$ cat src/rtl/traffic_phase_sequencer_if.sv
// -----------------------------------------------------------------------------
// traffic_phase_sequencer_if
// Groups the control inputs and the light/status outputs of the traffic phase
// sequencer into one bundle.
//   tick_en, side_req, ped_req : driven by the controller side (master)
//   main_lt, side_lt           : {red, yellow, green} lamp drives
//   walk, ped_ack, ped_pending : pedestrian lamp, walk-start pulse, latched request
//   state, count               : debug state code and phase timer value
// The sequencer itself connects through the slave modport.
// -----------------------------------------------------------------------------
interface traffic_phase_sequencer_if #(
    parameter int CW = 8
);
    logic          tick_en;
    logic          side_req;
    logic          ped_req;
    logic [2:0]    main_lt;
    logic [2:0]    side_lt;
    logic          walk;
    logic          ped_ack;
    logic          ped_pending;
    logic [2:0]    state;
    logic [CW-1:0] count;

    modport master (
        output tick_en, side_req, ped_req,
        input  main_lt, side_lt, walk, ped_ack, ped_pending, state, count
    );

    modport slave (
        input  tick_en, side_req, ped_req,
        output main_lt, side_lt, walk, ped_ack, ped_pending, state, count
    );
endinterface

$ cat src/rtl/traffic_phase_sequencer.sv
// -----------------------------------------------------------------------------
// traffic_phase_sequencer
// Steps a main/side intersection through green, yellow and red phases and
// serves pedestrian requests with a dedicated walk phase. Owns the phase timer.
// Ports:
//   clk    : rising-edge clock
//   reset  : synchronous, active-high reset
//   bus    : slave side of traffic_phase_sequencer_if (tick strobe, side and
//            pedestrian requests in; lamps, walk, ped_ack, ped_pending, state
//            and count out). All outputs come straight from flops.
// -----------------------------------------------------------------------------
module traffic_phase_sequencer #(
    parameter int CW     = 8,
    parameter int MG_T   = 20,
    parameter int MY_T   = 10,
    parameter int SG_T   = 40,
    parameter int SY_T   = 10,
    parameter int WALK_T = 15
) (
    input  logic                       clk,
    input  logic                       reset,
    traffic_phase_sequencer_if.slave   bus
);

    typedef enum logic [2:0] {
        ST_MG   = 3'd0,
        ST_MY   = 3'd1,
        ST_SG   = 3'd2,
        ST_SY   = 3'd3,
        ST_WALK = 3'd4
    } state_t;

    localparam logic [2:0] LT_RED    = 3'b100;
    localparam logic [2:0] LT_YELLOW = 3'b010;
    localparam logic [2:0] LT_GREEN  = 3'b001;

    state_t        state_q, state_d;
    logic [CW-1:0] count_q, count_d;
    logic          ped_pending_q, ped_pending_d;
    logic          ped_ack_q, ped_ack_d;
    logic          walk_q, walk_d;
    logic [2:0]    main_lt_q, main_lt_d;
    logic [2:0]    side_lt_q, side_lt_d;

    // Per-state phase parameters: last timer value and successor state.
    logic [CW-1:0] dur_m1;
    state_t        succ;
    logic          legal;
    logic          at_last;
    logic          leave;
    logic          enter_walk;

    always_comb begin
        dur_m1 = CW'(MG_T - 1);
        succ   = ST_MG;
        legal  = 1'b1;
        case (state_q)
            ST_MG: begin
                dur_m1 = CW'(MG_T - 1);
                succ   = ST_MY;
            end
            ST_MY: begin
                dur_m1 = CW'(MY_T - 1);
                succ   = ST_SG;
            end
            ST_SG: begin
                dur_m1 = CW'(SG_T - 1);
                succ   = ST_SY;
            end
            ST_SY: begin
                dur_m1 = CW'(SY_T - 1);
                // Uses the registered request only: a button press in the
                // same cycle as the SY phase end waits for the next round.
                succ   = ped_pending_q ? ST_WALK : ST_MG;
            end
            ST_WALK: begin
                dur_m1 = CW'(WALK_T - 1);
                succ   = ST_MG;
            end
            default: legal = 1'b0;
        endcase
    end

    assign at_last = (count_q == dur_m1);

    always_comb begin
        // Main green: once the timer sits at its last value it stays there
        // until a request shows up, and then leaves without waiting for a
        // tick. With a continuous tick this is exactly the normal phase end.
        if (state_q == ST_MG) begin
            leave = at_last && (bus.side_req || ped_pending_q);
        end else begin
            leave = bus.tick_en && at_last;
        end

        state_d = state_q;
        count_d = count_q;
        if (!legal) begin
            state_d = ST_MG;
            count_d = '0;
        end else if (leave) begin
            state_d = succ;
            count_d = '0;
        end else if (bus.tick_en && !at_last) begin
            // Saturating: the timer never passes the phase's last value.
            count_d = count_q + CW'(1);
        end

        enter_walk = legal && leave && (succ == ST_WALK);

        // The walk-entry clear beats a simultaneous press; presses during
        // WALK are dropped.
        if (enter_walk) begin
            ped_pending_d = 1'b0;
        end else if (state_q == ST_WALK) begin
            ped_pending_d = ped_pending_q;
        end else begin
            ped_pending_d = ped_pending_q | bus.ped_req;
        end

        ped_ack_d = enter_walk;
        walk_d    = (state_d == ST_WALK);

        // Lamps are decoded from the next state so that the registered lamp
        // outputs always match the state register in the same cycle.
        main_lt_d = LT_RED;
        side_lt_d = LT_RED;
        case (state_d)
            ST_MG:   main_lt_d = LT_GREEN;
            ST_MY:   main_lt_d = LT_YELLOW;
            ST_SG:   side_lt_d = LT_GREEN;
            ST_SY:   side_lt_d = LT_YELLOW;
            default: ;
        endcase
    end

    always_ff @(posedge clk) begin
        if (reset) begin
            state_q       <= ST_MG;
            count_q       <= '0;
            ped_pending_q <= 1'b0;
            ped_ack_q     <= 1'b0;
            walk_q        <= 1'b0;
            main_lt_q     <= LT_GREEN;
            side_lt_q     <= LT_RED;
        end else begin
            state_q       <= state_d;
            count_q       <= count_d;
            ped_pending_q <= ped_pending_d;
            ped_ack_q     <= ped_ack_d;
            walk_q        <= walk_d;
            main_lt_q     <= main_lt_d;
            side_lt_q     <= side_lt_d;
        end
    end

    assign bus.state       = state_q;
    assign bus.count       = count_q;
    assign bus.ped_pending = ped_pending_q;
    assign bus.ped_ack     = ped_ack_q;
    assign bus.walk        = walk_q;
    assign bus.main_lt     = main_lt_q;
    assign bus.side_lt     = side_lt_q;

endmodule
$ cat src/flat_wrapper.sv
// flat-port wrapper written by rule: the top's interface ports become plain ports
module traffic_phase_sequencer_flat 
#(
    parameter int CW     = 8,
    parameter int MG_T   = 20,
    parameter int MY_T   = 10,
    parameter int SG_T   = 40,
    parameter int SY_T   = 10,
    parameter int WALK_T = 15
)
  (clk, reset, bus_tick_en, bus_side_req, bus_ped_req, bus_main_lt, bus_side_lt, bus_walk, bus_ped_ack, bus_ped_pending, bus_state, bus_count);
  traffic_phase_sequencer_if #(.CW(CW)) bus_i ();
  input  logic clk;
  input  logic reset;
  input wire logic [$bits(bus_i.tick_en)-1:0] bus_tick_en;
  input wire logic [$bits(bus_i.side_req)-1:0] bus_side_req;
  input wire logic [$bits(bus_i.ped_req)-1:0] bus_ped_req;
  output wire logic [$bits(bus_i.main_lt)-1:0] bus_main_lt;
  output wire logic [$bits(bus_i.side_lt)-1:0] bus_side_lt;
  output wire logic [$bits(bus_i.walk)-1:0] bus_walk;
  output wire logic [$bits(bus_i.ped_ack)-1:0] bus_ped_ack;
  output wire logic [$bits(bus_i.ped_pending)-1:0] bus_ped_pending;
  output wire logic [$bits(bus_i.state)-1:0] bus_state;
  output wire logic [$bits(bus_i.count)-1:0] bus_count;
  assign bus_i.tick_en = bus_tick_en;
  assign bus_i.side_req = bus_side_req;
  assign bus_i.ped_req = bus_ped_req;
  assign bus_main_lt = bus_i.main_lt;
  assign bus_side_lt = bus_i.side_lt;
  assign bus_walk = bus_i.walk;
  assign bus_ped_ack = bus_i.ped_ack;
  assign bus_ped_pending = bus_i.ped_pending;
  assign bus_state = bus_i.state;
  assign bus_count = bus_i.count;
  traffic_phase_sequencer #(.CW(CW), .MG_T(MG_T), .MY_T(MY_T), .SG_T(SG_T), .SY_T(SY_T), .WALK_T(WALK_T)) u_core (.clk(clk), .reset(reset), .bus(bus_i));
endmodule
$ cat config.mk
export PLATFORM = sky130hd
export DESIGN_NAME = traffic_phase_sequencer_flat
export DESIGN_NICKNAME = d
export VERILOG_FILES = /design/src/rtl/traffic_phase_sequencer_if.sv /design/src/rtl/traffic_phase_sequencer.sv /design/src/flat_wrapper.sv
export SDC_FILE = /design/constraint.sdc
export NUM_CORES = 1
export LEC_CHECK = 0
export CELL_PAD_IN_SITES_DETAIL_PLACEMENT = 1
export CELL_PAD_IN_SITES_GLOBAL_PLACEMENT = 1
export CORE_UTILIZATION = 33
export CTS_BUF_LIST = sky130_fd_sc_hd__clkbuf_8
export CTS_CLUSTER_SIZE = 8
export DETAILED_ROUTE_END_ITERATION = 8
export PLACE_DENSITY_LB_ADDON = 0.2
export SYNTH_ARGS = -nofsm -noshare
export SYNTH_HDL_FRONTEND = slang
export SYNTH_SLANG_ARGS = --single-unit
$ cat constraint.sdc
create_clock -name clk -period 2.3 [get_ports clk]
set_clock_uncertainty 0.05 [all_clocks]
set_input_delay 0.46 -clock clk [delete_from_list [all_inputs] [get_ports clk]]
set_output_delay 0.46 -clock clk [all_outputs]
set_load 0.01 [all_outputs]
==> results of run 1 <==
==> layer usage <==
layer / track usage, % / vias to the layer above / share of wire (%)
met5: 0 / - / 0
li1: - / 453 / -
met1: 25.6 / 457 / 49
met4: 8.36 / 0 / 1.4
met2: 27.4 / 18 / 47
met3: 3.00 / 4 / 2.5
==> registers in the layout (all words and copies together), names as in the netlist <==
register and cells:
u_core.bus.walk 1, u_core.bus.ped_pending 1, u_core.bus.side_lt 3, u_core.bus.count 8
u_core.bus.main_lt 3, u_core.bus.state 3, u_core.bus.ped_ack 1
==> synth_stat cells, types with 4 or more instances <==
cell     count  area share, %
dfxtp_1     20             41
nor2_1      12            4.6
nor3_1       6            3.1
or3_1        6            3.8
a21oi_1      5            2.6
buf_2        4            2.0
nand2_1      4            1.5
o21ai_0      4            2.0
xor2_1       4            3.6
==> power by group through the flow <==
stage	sequential (mW)	clock [mW]	combinational (mW)
finish	0.361	0.354	0.0516
global route	0.362	0.378	0.0570
CTS	0.361	0.360	0.0502
detailed placement	0.368	0	0.0496
global placement	0.368	0	0.0483
floorplan	0.369	0	0.0225
==> area by class of cell <==
type                    instances  area share [%]
inverters                       1           0.267
clock inverters                 1            2.14
well taps                      31            2.76
repair buffers                 33            21.9
multi-input cells              81            41.3
flip-flops and latches         20            28.7
clock buffers                   3            2.94
==> critical path, stage by stage, from the launching register on <==
cell	delay (ps)
dfxtp_2	380
or3b_4	440
nor3_1	310
a311oi_4	100
nor4_4	270
buf_4	200
and2_2	210
a311oi_1	100
==> worst max path at each step <==
stage | to | start | slack (ps) | depth (start not counted)
2_1_floorplan | u_core.bus.main_lt[2]$_SDFF_PP0_ | u_core.bus.state[1]$_SDFF_PP0_ | 100 | 7
3_3_place_gp | u_core.bus.count[2]$_SDFFE_PP0P_ | u_core.bus.state[1]$_SDFF_PP0_ | 60 | 7
3_5_place_dp | u_core.bus.count[2]$_SDFFE_PP0P_ | u_core.bus.state[1]$_SDFF_PP0_ | 10 | 7
4_1_cts | u_core.bus.count[2]$_SDFFE_PP0P_ | u_core.bus.state[2]$_SDFF_PP0_ | 20 | 8
5_1_grt | u_core.bus.ped_pending$_SDFFE_PP0P_ | u_core.bus.state[2]$_SDFF_PP0_ | 30 | 8
6_report | u_core.bus.ped_pending$_SDFFE_PP0P_ | u_core.bus.state[1]$_SDFF_PP0_ | 100 | 7
==> cell families after synthesis <==
| kind of cell | count (synthesis) | share of synthesized area, % |
|---|---|---|
| xor gates and xnor gates | 7 | 6.25 |
| buffers and inverters | 6 | 2.81 |
| AOI/OAI and AO/OA | 23 | 18.5 |
| and+or+nand+nor | 49 | 29.3 |
| adders and majority gates | 1 | 1.28 |
| muxes | 1 | 1.02 |
| DFF | 20 | 40.8 |
==> metrics by stage <==
stage / instances / hold slack, ps / area (µm²)
floorplan: 107 / 514 / 981
global placement: 166 / 471 / 1300
detailed placement: 166 / 480 / 1300
CTS: 170 / 509 / 1390
global route: 170 / 530 / 1410
finish: 170 / 504 / 1410
==> impl_metrics.toml, run 1 <==
[place]
post-place-ws_ps = 11.1
port_buffers = 24
gp_congestion = 0.790
dp_hpwl_um = 1950

[clocking]
cts_buffer_depth = 2
clock_latency_ps = 260
post_cts_resized = 1
cts_setup_buffers = 0
ctsHoldBuffers = 0
cts_sinks = 20
cts_tree = "built"
clk_pin_slew_worst_paths_ps = 80
cts-buffers-inserted = 3
cts_root_buf = "clkbuf_8"
cts.htree.levels = 1

[cells_and_area]
multi_input_area_um2 = 581
final_cell_mix = "clkdlybuf4s50_1, dfxtp_1, nor2_1"
final_util_pct = 50.6
seqCellArea_um2 = 404
antenna_cells = 0
syn_to_final_growth_pct = 43.4
nFillCells = 330
final_common_cell = "clkdlybuf4s50_1"
nets = 146
drive_gt1_share_pct = 19.4

[power]
power.switching_mw = 0.156
internal_power_mw = 0.610
p_clk_share_pct = 46.2
power_mw = 0.766
ir_worst_vdd_v = 0.000355
p_comb_share_pct = 6.7
p_leak_nw = 0.526
share_seq_of_total_power_pct = 47.0
p_sw_share_pct = 20.4
p_per_area_nw_per_um2 = 545

[floorplanning]
pin_count = 25
dieArea_um2 = 3190
initial_core_util_pct = 35.3
std_cell_rows = 19
die_x_um = 56.5
core_um2 = 2780
chipHeight_um = 56.5

[yosys]
synthArstFlopShare_pct = 0
yosysWarnings = 0
yosysUniqueCellTypes = 38
syn_inst = 107
seq_area_frac_synth_pct = 40.8
syn_area_um2 = 981
mappedNetlistNets = 113
ys_ff_latch = 20
avgSynthCellArea_um2 = 9.17
synth_edf_count = 0
synthFlopType = "dfxtp_1"

[worst_setup_path]
end_kind = "flop"
r2r_setup_slack_ps = 100
arrival_ps = 2280
rr_worst_depth = 7
cp.required_ps = 2380
startpoint_type = "flop"
reg2reg_to = "u_core.bus.ped_pending$_SDFFE_PP0P_"
crit_fanout = 10
critPathKind = "reg -> reg"
reg2reg_from = "u_core.bus.state[1]$_SDFF_PP0_"

[timing]
hold_viol_final = 0
fin_setup_tns_ps = 0
slew_headroom_pct = 66.3
finalSetupViolations = 0
period_minus_slack_ps = 2200
fmax_mhz = 455
slew_violations = 0
layout_setup_ws_ps = 103
worstMarginPinSlew_ps = 499
rsz0062_at_grt = "false"
min_period_over_period_pct = 95.5

[routing]
firstDrtPassIters = 4
routedWlPerCell_um = 15.6
vias = 932
routed_wl_um = 2650
via_per_inst = 5.48
drc = 0
drtIter0Drc = 20
ant_nets = 0

[global_route]
grt_pass1_vias = 944
grt.total_usage_pct = 18.3
grt_max_degree = 13
grt_pass1_wl_um = 4440
overflow = 0
antenna_found_initial = 0

[worst_hold_path]
hold_start = "u_core.bus.count[7]$_SDFFE_PP0P_"
hold-path-endpoint = "u_core.bus.count[7]$_SDFFE_PP0P_"
min_path_cells = 2
hold_class = "reg -> reg"

[status]
status = "completed"

[job]
drv_cap = 0
No activity file was read; power rests on OpenSTA's default activity.
==> inputs of run 2 (changes only) <==
Settings changed: CORE_ASPECT_RATIO set to 1.2, GPL_TIMING_DRIVEN set to 0.
==> run 2 against run 1 <==
Compared with the run above:
- register-to-register slack got worse by 20 ps
- sequential power barely moved
- setup slack got worse by 21 ps
- final cell count rose by 0.59%
- global-route usage rose by 0.16 points
- total power fell by 11%
- clock-buffer cell count rose by 1
- critical path type unchanged
- largest power group unchanged
==> impl_metrics.toml, run 2 (synthesis results as in run 1) <==
[status]
status = "completed"

[cells_and_area]
final_cell_count_no_fill = 171
seqCellArea_um2 = 402
stdcell_area_um2 = 1410
final_common_cell = "clkdlybuf4s50_1"
largest_register_ffs = 8
final_cell_mix = "clkdlybuf4s50_1, dfxtp_1, nor2_1"
nFillCells = 328
antenna_cells = 0
multi_input_area_um2 = 623
drive_gt1_share_pct = 22.6
nets = 144
syn_to_final_growth_pct = 43.7

[clocking]
clock_latency_ps = 260
ctsHoldBuffers = 0
cts_root_buf = "clkbuf_8"
cts_sinks = 20
clk_pin_slew_worst_paths_ps = 80
cts.htree.levels = 1
cts_buffer_depth = 2
cts_tree = "built"
cts-buffers-inserted = 3

[worst_setup_path]
reg2reg_to = "u_core.bus.count[4]$_SDFFE_PP0P_"
crit_buf_inv = 3
worst_path_dominant_cell_family = "compound AO/OA/AOI/OAI gates"
startpoint_type = "flop"
cpPeakStageDelay_ps = 420
reg2reg_from = "u_core.bus.state[0]$_SDFF_PP0_"
critPathKind = "reg -> reg"
end_kind = "flop"
r2r_setup_slack_ps = 80
rr_worst_depth = 9
cp_common_cell = "buf_4"
path_cells = "buf_2 -> o21ai_2 -> nand2_1 -> a311oi_4 -> nor4_4 -> buf_4 -> or3_1 -> buf_4 -> a21oi_1"
cp.required_ps = 2440
critPathSlowestCell = "a311oi_4"
crit_fanout = 10
arrival_ps = 2360

[power]
p_clk_share_pct = 39.6
internal_power_mw = 0.528
share_seq_of_total_power_pct = 53.2
p_comb_share_pct = 7.1
power_mw = 0.682
ir_worst_vdd_v = 0.000317
power.switching_mw = 0.153
p_per_area_nw_per_um2 = 483
p_leak_nw = 0.518
p_sw_share_pct = 22.5

[floorplanning]
initial_core_util_pct = 34.9
chipHeight_um = 61.7
die_x_um = 51.8
dieArea_um2 = 3200
std_cell_rows = 21
core_um2 = 2810
pin_count = 25

[timing]
hold_viol_final = 0
min_period_over_period_pct = 96.5
layout_setup_ws_ps = 81.6
slew_headroom_pct = 59.0
finalSetupViolations = 0
period_minus_slack_ps = 2220
slew_violations = 0
worstMarginPinSlew_ps = 610
fmax_mhz = 451
hold-worst-slack_ps = 516

[place]
dp_hpwl_um = 1840
port_buffers = 23
gp_congestion = 0.753
dp.cells = 164
post-place-ws_ps = -144
dpl_cell_area_um2 = 1250

[global_route]
overflow = 0
antenna_found_initial = 0
grt_pass1_vias = 874
grt_max_degree = 12
grt.total_usage_pct = 18.5
grt_pass1_wl_um = 4280

[routing]
firstDrtPassIters = 4
drc = 0
vias = 919
via_per_inst = 5.37
routedWlPerCell_um = 15.7
ant_nets = 0
routed_wl_um = 2680
drtIter0Drc = 7

[worst_hold_path]
hold-path-endpoint = "u_core.bus.count[7]$_SDFFE_PP0P_"
hold_start = "u_core.bus.count[7]$_SDFFE_PP0P_"
hold_class = "reg -> reg"
min_path_cells = 2

[job]
drv_cap = 0
run 2: final cells by class:
cell class,count,share of cell area [%]
Buffer,4,1.69
Multi-Input combinational cell,81,44.2
Sequential cell,20,28.5
Timing Repair Buffer,27,18.5
Tap cell,34,3.02
Clock buffer,4,3.90
Inverter,1,0.266
run 2: layer usage:
metal	vias to the layer above	GRT usage (%)	share of wire [%]
li1	452	-	-
met5	-	0	0
met1	441	21.4	43
met3	4	4.87	3.9
met2	22	32.3	52
met4	0	8.11	1.3
run 2: how the worst max path moves through the flow:
stage                                               from                                to  slack [ps]  cells past startpoint
after detailed placement  u_core.bus.state[1]$_SDFF_PP0_  u_core.bus.main_lt[2]$_SDFF_PP0_        -140                      7
after floorplan           u_core.bus.state[1]$_SDFF_PP0_  u_core.bus.main_lt[2]$_SDFF_PP0_         100                      7
after global routing      u_core.bus.state[0]$_SDFF_PP0_  u_core.bus.count[4]$_SDFFE_PP0P_         -50                      9
final                     u_core.bus.state[0]$_SDFF_PP0_  u_core.bus.count[4]$_SDFFE_PP0P_          80                      9
after global placement    u_core.bus.state[1]$_SDFF_PP0_  u_core.bus.main_lt[2]$_SDFF_PP0_        -150                      7
after CTS                 u_core.bus.state[0]$_SDFF_PP0_  u_core.bus.count[4]$_SDFFE_PP0P_         -80                      9
run 2: metrics by stage:
step | setup TNS [ps] | util, %
6_report | 0 | 50.2
5_1_grt | -86.0 | 50.2
4_1_cts | -620 | 47.4
3_5_place_dp | -1370 | 44.6
3_3_place_gp | -1520 | 44.6
2_1_floorplan | 0 | -
run 2: worst register-to-register path, delay by kind of cell, from the launching register on:
family          cells  cell delay, ps
compound gates      3             710
buf+inv             3             540
flops               1             350
simple gates        3             520
run 2: timing repair:
action / 4_1_cts / 5_1_grt
endpoints found under the hold margin: 0 / 0
pin swaps: 1 / 5
setup buffers: 3 / 1
resized for setup: 0 / 19
setup endpoints to repair: 19 / 19
run 2: power groups by stage:
stage	logic, mW	registers [mW]	clock network, mW
3_3_place_gp	0.0447	0.369	0
2_1_floorplan	0.0225	0.369	0
5_1_grt	0.0539	0.364	0.301
6_report	0.0487	0.363	0.270
3_5_place_dp	0.0455	0.370	0
4_1_cts	0.0458	0.362	0.282
